`src/rtl/inst_pack.sv`:
```
// inst_pack: packs opcode/type fields into an instruction word and buffers
// the packed words in a small FIFO with a valid/ready interface on each side.
module inst_pack #(
  parameter int unsigned op_size = 4,
  parameter int unsigned param_a = 4,
  parameter int unsigned param_b = 4,
  parameter int unsigned param_c = param_a + param_b,
  parameter int unsigned cost_op = 3,
  parameter int unsigned depth   = 4
) (
  input  logic                        clk,
  input  logic                        rst_n,
  input  logic                        in_valid,
  output logic                        in_ready,
  input  logic [op_size-1:0]          in_op,
  input  logic [param_a-1:0]          in_act_type,
  input  logic [param_b-1:0]          in_dense_type,
  input  logic [param_c-1:0]          in_cost_type,
  output logic                        out_valid,
  input  logic                        out_ready,
  output logic [op_size+param_c-1:0]  out_code,
  output logic [$clog2(depth):0]      level,
  output logic [15:0]                 sent_count
);

  localparam int unsigned code_size = op_size + param_c;
  localparam int unsigned lvl_w     = $clog2(depth) + 1;
  localparam int unsigned ptr_w     = $clog2(depth);

  // An out-of-range cost opcode can never match any op_size-bit opcode.
  localparam bit cost_ok = (op_size >= 32) || (cost_op < (32'd1 << op_size));
  localparam logic [op_size-1:0] cost_op_w = op_size'(cost_op);
  localparam logic [lvl_w-1:0]   depth_l   = lvl_w'(depth);

  logic [code_size-1:0] r_mem [depth];
  logic [ptr_w-1:0]     r_wr_ptr;
  logic [ptr_w-1:0]     r_rd_ptr;
  logic [lvl_w-1:0]     r_level;
  logic [15:0]          r_sent;

  logic                 w_is_cost;
  logic [param_c-1:0]   w_field;
  logic [code_size-1:0] w_code;
  logic                 w_push;
  logic                 w_pop;

  // Handshake status comes only from registered occupancy.
  assign in_ready   = (r_level != depth_l);
  assign out_valid  = (r_level != '0);
  assign level      = r_level;
  assign sent_count = r_sent;
  assign out_code   = r_mem[r_rd_ptr];

  assign w_push = in_valid && in_ready;
  assign w_pop  = out_valid && out_ready;

  assign w_is_cost = cost_ok && (in_op == cost_op_w);

  // Operand field: cost type for the cost opcode, else activation over dense.
  always_comb begin
    w_field = '0;
    if (w_is_cost) begin
      w_field = in_cost_type;
    end else begin
      w_field[param_c-1 -: param_a] = in_act_type;
      w_field[param_b-1:0]          = in_dense_type;
    end
  end

  assign w_code = {in_op, w_field};

  // Word storage; written at push time, contents need no reset.
  always_ff @(posedge clk) begin
    if (w_push) begin
      r_mem[r_wr_ptr] <= w_code;
    end
  end

  // Pointers, occupancy and popped-word counter.
  always_ff @(posedge clk or negedge rst_n) begin
    if (!rst_n) begin
      r_wr_ptr <= '0;
      r_rd_ptr <= '0;
      r_level  <= '0;
      r_sent   <= '0;
    end else begin
      if (w_push) begin
        r_wr_ptr <= r_wr_ptr + ptr_w'(1);
      end
      if (w_pop) begin
        r_rd_ptr <= r_rd_ptr + ptr_w'(1);
        r_sent   <= r_sent + 16'd1;
      end
      if (w_push && !w_pop) begin
        r_level <= r_level + lvl_w'(1);
      end else if (w_pop && !w_push) begin
        r_level <= r_level - lvl_w'(1);
      end
    end
  end

endmodule
```
`config.mk`:
```
export PLATFORM = sky130hd
export DESIGN_NAME = inst_pack
export DESIGN_NICKNAME = d
export VERILOG_FILES = /design/src/rtl/inst_pack.sv
export SDC_FILE = /design/constraint.sdc
export NUM_CORES = 1
export LEC_CHECK = 0
export CORE_AREA = 2 2 80 113
export DETAILED_ROUTE_END_ITERATION = 6
export DIE_AREA = 0 0 82 115
export REMOVE_ABC_BUFFERS = 1
export SKIP_CTS_REPAIR_TIMING = 1
export SLEW_MARGIN = 20
export SYNTH_ARGS = -nofsm -noshare
export SYNTH_HDL_FRONTEND = slang
export SYNTH_SLANG_ARGS = --single-unit
```
`constraint.sdc`:
```
create_clock -name clk -period 2.3 [get_ports clk]
set_input_delay 0.46 -clock clk [delete_from_list [all_inputs] [get_ports clk]]
set_output_delay 0.46 -clock clk [all_outputs]
set_load 0.01 [all_outputs]
```
# Word level (Yosys, flattened, before mapping)

Memory sizes are Yosys's and may differ from the RTL's.
Index checks and enable logic that the tools add are counted.

Output and inout bits: 33
Input port bits: 24
Memory bits (writable): 48
Bits in registers: 23
Memories kept: 1
Logic and storage cells: 25

Add/subtract/negate cells: 5
Multiplexer cells: 5
Equality and inequality tests: 2
Reduce and logical (&&, ||, !) cells: 8

Memory list:

| name  | words | width | rd ports | clocked after memory_dff | wr ports | RTL line | source |
|---|---|---|---|---|---|---|---|
| r_mem | 4     | 12    | 1        | 0                        | 1        | 35       | `logic [code_size-1:0] r_mem [depth];` |

Operator list:

| cell                                                                | number |
|---|---|
| 16-bit by 1-bit adder with 16-bit output (second input constant)    | 1 |
| 8-bit 2-to-1 mux                                                    | 1 |
| 3-bit 2-to-1 mux                                                    | 2 |
| 2-bit by 1-bit adder with 2-bit output (second input constant)      | 2 |
| 4-bit by 2-bit == test with 1-bit output (second input constant)    | 1 |
| 1-bit logical AND                                                   | 4 |
| 3-bit by 1-bit adder with 3-bit output (second input constant)      | 1 |
| 3-bit inequality test (second input constant)                       | 1 |
| 3-bit nonzero test                                                  | 1 |
| 3-bit by 1-bit subtractor with 3-bit output (second input constant) | 1 |
| 1-bit zero test                                                     | 2 |
| 1-bit 2-to-1 mux                                                    | 2 |
| 2-bit nonzero test                                                  | 1 |

# Logic depth before layout (Yosys ltp)

Gate-level depths: netlist of the first run.

Word-level depth: 6
Mapped depth: 9
Mapped depth without buffers: 9

# Worst setup path before layout of the first run

OpenSTA, ideal clock, no wires.

Path kind: flip-flop to flip-flop
Start: reg r_level[1] (netlist: level[1])
End: reg r_level[2] (netlist: level[2])
Arrival: 2.169 ns
Buffers on the path: 0
Path slack: 0.052 ns
Period minus slack after synthesis: 2.248 ns
Stages on the path, launching flop included: 10
Required time: 2.221 ns
Library setup time: 0.079 ns
Cell sequence: dfrtp_1 or3_1 and2_1 inv_2 ha_1 inv_1 fa_1 xor2_1 nor2_1 xor2_1

Word-level cells in the longest chain between the ends: 5
Elaborated cells between the ends (all ways): 13
Classes of those cells: add/sub: 2; eq/ne: 1; mux: 2; reduce/logical: 8

Ends and longest elaborated chain:

| what                                                   | RTL line | source |
|---|---|---|
| start: declaration                                     | 38       | `logic [lvl_w-1:0] r_level;` |
| start signal: assignment                               | 95       | `r_level <= r_level + lvl_w'(1);` |
| start signal: assignment                               | 97       | `r_level <= r_level - lvl_w'(1);` |
| 3-bit nonzero test (*)                                 | 49       | `assign out_valid = (r_level != '0);` |
| via out_valid                                          | 19       | `output logic out_valid,` |
| 1-bit logical AND (*)                                  | 55       | `assign w_pop = out_valid && out_ready;` |
| 1-bit zero test                                        | 94       | `if (w_push && !w_pop) begin` |
| 1-bit logical AND                                      | 94       |  |
| 3-bit 2-to-1 mux or 2-bit nonzero test (tied branches) | -        |  |

Mark *: on every way through the listed nets, which the timed path passes. The rest lies on a longest branch. The select of a mux whose other input is x is not followed.
A chain may end at the register's enable or synchronous reset.

# Final worst setup path of the first run

Start: reg r_rd_ptr[0]
End: out out_code[4]

Word-level cells in the longest chain between the ends: 1

Ends and longest elaborated chain:

| what                     | RTL line | source |
|---|---|---|
| start: declaration       | 37       | `logic [ptr_w-1:0] r_rd_ptr;` |
| start signal: assignment | 91       | `r_rd_ptr <= r_rd_ptr + ptr_w'(1);` |
| memory read 4 x 12 bit   | -        |  |
| end: declaration         | 21       | `output logic [op_size+param_c-1:0] out_code,` |

Every way passes these cells.

==> results of run 1 <==
==> sequential cells by signal (all words and copies together), names as in the netlist <==
name        count
r_wr_ptr        2
level           3
sent_count     16
r_mem          48
r_rd_ptr        2
==> kinds of logic (layout without fill, tap and decap cells) <==
kind of cell,Yosys count,in the layout
flip-flops,71,71
AND/OR/NAND/NOR,40,40
multiplexers,22,22
XOR/XNOR,21,21
buffers and inverters,9,98
adder cells (fa/ha/maj),7,7
AO/OA/AOI/OAI,1,1
==> worst max path at each step <==
| stage | startpoint | endpoint | slack (ps) | cells past startpoint |
|---|---|---|---|---|
| final | r_rd_ptr[0] | out_code[4] | 110 | 4 |
| after global routing | level[1] | level[2] | 20 | 9 |
| after CTS | r_rd_ptr[0] | out_code[2] | -160 | 3 |
| after detailed placement | out_ready | level[2] | 40 | 9 |
| after global placement | out_ready | level[2] | 70 | 9 |
| after floorplan | level[1] | level[2] | 50 | 9 |
==> per-stage QoR <==
step                      TNS (ps)  instance area (um^2)  setup slack (ps)
after global routing             0                  4140              23.1
after floorplan                  0                  2940              51.6
after CTS                    -1660                  4060              -156
after global placement           0                  3760              73.0
after detailed placement         0                  3760              43.3
final                            0                  4140               112
==> final cells by class <==
class | instances | area, um^2 | share of cell area, %
Tap cell | 105 | 131 | 3.17
Inverter | 6 | 22.5 | 0.544
Clock inverter | 6 | 70.1 | 1.69
Multi-Input combinational cell | 91 | 916 | 22.1
Timing Repair Buffer | 76 | 753 | 18.2
Clock buffer | 10 | 229 | 5.53
Sequential cell | 71 | 2020 | 48.7
==> metal layers <==
layer / vias up / share of wire (%)
met4: 0 / 1.7
met5: - / 0
met2: 57 / 49
met3: 8 / 6.7
li1: 809 / -
met1: 824 / 43
==> power by group <==
part	internal, mW	switching [mW]	total, mW
clock network	0.844	0.515	1.36
logic	0.981	0.722	1.70
registers	1.68	0.165	1.85
total	3.51	1.40	4.91
==> cell usage in the layout (no fill, tap or decap), types with 2 or more instances in the layout <==
cell type         n
edfxtp_1         48
clkdlybuf4s50_1  44
dfrtp_1          22
buf_4            19
xnor2_1          15
mux4_2           12
dlymetal6s2s_1   12
nand2_1          11
mux2_2           10
clkbuf_16         9
xor2_1            6
inv_1             5
and3_1            5
nand3_1           5
ha_1              5
nor2_1            4
nand4_1           3
nor3_1            3
clkinvlp_4        3
and2_1            2
nor3_2            2
and4_1            2
==> reports/metrics.yaml, run 1 <==
status: "finished, final reports clean"
clkTransAtPathRegs_ps: 50
final_nets: 286
finalCritPeriodShare_pct: 95.1
grt_usage_pct: 13.1
power_mw: 4.91
root_buffer: "clkbuf_16"
clk_path_buf_depth: 2
fin_cells: 365
antenna_found_initial: 0
first_iter_violations: 96
hold_path_end: "r_rd_ptr[1]"
critPathSlowestCell: "mux4_2"
core_um2: 8410
p_leak_nw: 1.65
worst_pin_slew_ps: 297
ys_warn_count: 0
hold_violations: 0
drc: 0
synth_compound_area_share_pct: 0.719
synth_simple_gate_area_share_pct: 7.44
synthXorXnorAreaFrac_pct: 6.21
power_density_nw_per_um2: 1190
path_class: "flop to output pin"
maxCapViolations: 0
io_pins: 57
finalCriticalPeriod_ps: 2190
drive_gt1_share_pct: 24.6
slowest_delay_ps: 510
grt_setup_unrepaired: "no"
hold_path_startpoint: "r_rd_ptr[1]"
wl_per_cell_um: 15.6
placed_cells: 344
fillCellCount: 749
synth_edf_count: 48
synth_cell_types: 25
vias_per_cell: 4.65
cp.arrival_ps: 1730
async_flop_share_pct: 32.4
slew_violations: 0
r2r_end: "level[2]"
dpl.hpwl_mm: 3.88
h-tree-depth: 3
grt_use_met2_pct: 20.5
worstPathCellList: "buf_12 > buf_4 > mux4_2 > dlymetal6s2s_1"
ys_top_cells_by_count: "edfxtp_1, dfrtp_1, xnor2_1"
dieArea_um2: 9430
initial_utilization_pct: 35.2
num_antenna_cells: 0
syn_to_final_growth_pct: 39.9
start_kind: "flop"
syn_inst: 171
synth_top_family_by_area: "multiplexers"
cp.buffers_inverters: 3
utilization_pct: 49.2
cts_buffers: 9
use_met1_pct: 16.9
wl_mm: 5.69
cts_tree: "yes"
ant_nets: 0
numClockSinks: 71
synthFlopType: "edfxtp_1"
endpoint_kind: "output pin"
grt_pass1_wl_mm: 8.97
hold_depth: 1
maxSlewHeadroom_pct: 80.2
vias: 1698
fmax_ghz: 0.457
gp_congestion: 0.677
grt_pass1_vias: 1767
rr_startpoint: "level[1]"
fin_skew_ps: 5.80
die_w_um: 82
synth-seq-cells: 71
synthAdderAreaFrac_pct: 3.21
synth.largest_area_cell: "edfxtp_1"
synth_most_common_cell: "edfxtp_1"
grt_max_degree: 24
crit_family: "multiplexers"
hold_path.class: "flop to flop"
grtUsageMet3_pct: 3.77
clk_latency_ps: 330
postSynthAreaPerCell_um2: 17.3
path_max_fanout: 10
fp.dieH_um: 115
portBuffers: 56
netlist_area_um2: 2960
rr_worst_depth: 9
rrSetupSlack_ps: 150
cp.required_ps: 1840
synth_area_leaders: "edfxtp_1, dfrtp_1, mux4_2"
first_pass_iters: 4
finalSetupViolations: 0
busiest_layer: "met2"
yosys.area.top_type_share_pct: 48.7
grt_overflow: 0
vdd_drop_max_v: 0.000666
seq_area_frac_synth_pct: 68.1
std_cell_rows: 40
hold_slack_ps: 471
synth_mux_area_share_pct: 12.9
(Power assumes the default switching activity.)
==> run 2, diff against run 1 <==
- CORE_AREA: 2 2 80 113 -> 2 2 94 96
- DIE_AREA: 0 0 82 115 -> 0 0 96 98
- MAX_ROUTING_LAYER: unset -> met4
==> reports/metrics.yaml, run 2 (synthesized netlist as in run 1, its figures left out) <==
wl_mm: 5.68  # was 5.69 mm
maxSlewHeadroom_pct: 80.0  # was 80.2%
critPathSlowestCell: "mux4_2"  # unchanged
grt_setup_unrepaired: "no"  # unchanged
dpl.hpwl_mm: 3.81  # was 3.88 mm
std_cell_rows: 34  # was 40
fin_ws_ps: 108  # was 112 ps
seqPwrFrac_pct: 40.0  # was 37.6%
place_ws_ps: 20.9  # was 43.3 ps
grt_overflow: 0  # unchanged
slowest_delay_ps: 520  # was 510 ps
rrSetupSlack_ps: 200  # was 150 ps
status: "finished, final reports clean"  # unchanged
first_pass_iters: 4  # unchanged
placed_cells: 350  # was 344
worstPathCellList: "buf_12 > buf_4 > mux4_2 > dlymetal6s2s_1"  # unchanged
finalCritPeriodShare_pct: 95.3  # was 95.1%
fmax_ghz: 0.456  # was 0.457 GHz
portBuffers: 56  # unchanged
final_nets: 290  # was 286
first_iter_violations: 46  # was 96
clkTransAtPathRegs_ps: 90  # was 50 ps
largest_register_ffs: 48  # unchanged
intPower_mw: 3.20  # was 3.51 mW
grt_pass1_wl_mm: 9.40  # was 8.97 mm
power_mw: 4.59  # was 4.91 mW
io_pins: 57  # unchanged
cts_buffers: 9  # unchanged
grt_pass1_vias: 1853  # was 1767
finalCriticalPeriod_ps: 2190  # about the same
busiest_layer: "met2"  # unchanged
sw_frac_of_total_pct: 30.3  # was 28.6%
regMostFlops: "r_mem"  # unchanged
power_density_nw_per_um2: 1130  # was 1190 nW/um^2
num_antenna_cells: 0  # unchanged
combPwrFrac_pct: 37.9  # was 34.7%
grtUsageMet3_pct: 3.24  # was 3.77%
numClockSinks: 71  # unchanged
h-tree-depth: 3  # unchanged
ant_nets: 0  # unchanged
worst_pin_slew_ps: 300  # was 297 ps
rr_startpoint: "level[1]"  # unchanged
vias: 1710  # was 1698
gp_congestion: 0.790  # was 0.677
fin_skew_ps: 8.38  # was 5.80 ps
clk_latency_ps: 340  # was 330 ps
crit_family: "multiplexers"  # unchanged
dieArea_um2: 9410  # was 9430 um^2
antenna_found_initial: 0  # unchanged
cp.buffers_inverters: 3  # unchanged
path_max_fanout: 7  # was 10
p_sw_mw: 1.39  # was 1.40 mW
grt_usage_pct: 13.9  # was 13.1%
grt_use_met2_pct: 20.9  # was 20.5%
rr_worst_depth: 9  # unchanged
root_buffer: "clkbuf_8"  # was clkbuf_16
cp.arrival_ps: 1730  # about the same
path_class: "flop to output pin"  # unchanged
drc: 0  # unchanged
fp.dieH_um: 98  # was 115 um
slew_violations: 0  # unchanged
start_kind: "flop"  # unchanged
initial_utilization_pct: 35.0  # was 35.2%
final_common_cell: "edfxtp_1"  # unchanged
clk_path_buf_depth: 2  # unchanged
use_met1_pct: 18.0  # was 16.9%
vdd_drop_max_v: 0.000555  # was 0.000666 V
endpoint_kind: "output pin"  # unchanged
maxCapViolations: 0  # unchanged
core_um2: 8470  # was 8410 um^2
hold_violations: 0  # unchanged
finalSetupViolations: 0  # unchanged
die_w_um: 96  # was 82 um
cp.required_ps: 1840  # about the same
final_cell_mix: "edfxtp_1, clkdlybuf4s50_1, buf_4"  # was edfxtp_1, clkdlybuf4s50_1, dfrtp_1
syn_to_final_growth_pct: 37.4  # was 39.9%
wl_per_cell_um: 15.3  # was 15.6 um
grt_max_degree: 24  # unchanged
r2r_end: "level[2]"  # unchanged
p_leak_nw: 1.64  # was 1.65 nW
fin_cells: 372  # was 365
cts_tree: "yes"  # unchanged
vias_per_cell: 4.60  # was 4.65
clockPowerShare_pct: 22.2  # was 27.7%
drive_gt1_share_pct: 25.8  # was 24.6%
hold_path.class: "primary input to async pin"  # was flop to flop
==> run 2: cell types whose count changed in the layout (fill, tap and decap cells not counted), sizes merged <==
cell,before,now
buf,20,24
clkbuf,10,9
clkinv,1,3
clkinvlp,3,1
inv,7,8
==> run 2: per-layer routing <==
| metal | vias up | part of all wire (%) | routed length [um] |
|---|---|---|---|
| met2 | 42 | 49 | 2780 |
| met1 | 851 | 46 | 2600 |
| li1 | 815 | - | - |
| met5 | - | 0 | 0 |
| met4 | 0 | 0.88 | 50 |
| met3 | 2 | 4.4 | 249 |
==> run 2: worst max-delay path by stage <==
stage	from	endpoint	slack [ps]	cells after the start
after floorplan	level[1]	level[2]	50	9
after global placement	in_valid	level[2]	100	8
after detailed placement	in_valid	level[2]	20	8
after CTS	r_rd_ptr[0]	out_code[4]	-190	3
after global routing	level[1]	level[2]	20	9
final	r_rd_ptr[0]	out_code[11]	110	4
==> run 2: power by group through the flow <==
stage               clock network [mW]  logic [mW]  registers [mW]
finish                            1.02        1.74            1.83
CTS                               1.04        1.74            1.84
detailed placement                   0        1.73            1.87
global route                      1.11        1.91            1.87
global placement                     0        1.71            1.86
floorplan                            0       0.729            1.96
==> run 2: final cells by class <==
| class | count | area, um^2 |
|---|---|---|
| multi-input combinational | 91 | 903 |
| inverter | 6 | 22.5 |
| sequential | 71 | 2020 |
| tap | 108 | 135 |
| clock buffer | 9 | 124 |
| fill | 739 | 4400 |
| timing repair buffer | 80 | 783 |
| clock inverter | 7 | 81.3 |
==> run 2: metrics by stage <==
stage / util, % / instance area (um^2) / hold WS [ps] / TNS, ps
floorplan: - / 2940 / 164 / 0
global placement: 44.7 / 3790 / 466 / 0
detailed placement: 44.7 / 3790 / 473 / 0
CTS: 47.1 / 3990 / 464 / -2060
global route: 48.0 / 4070 / 488 / 0
finish: 48.0 / 4070 / 468 / 0
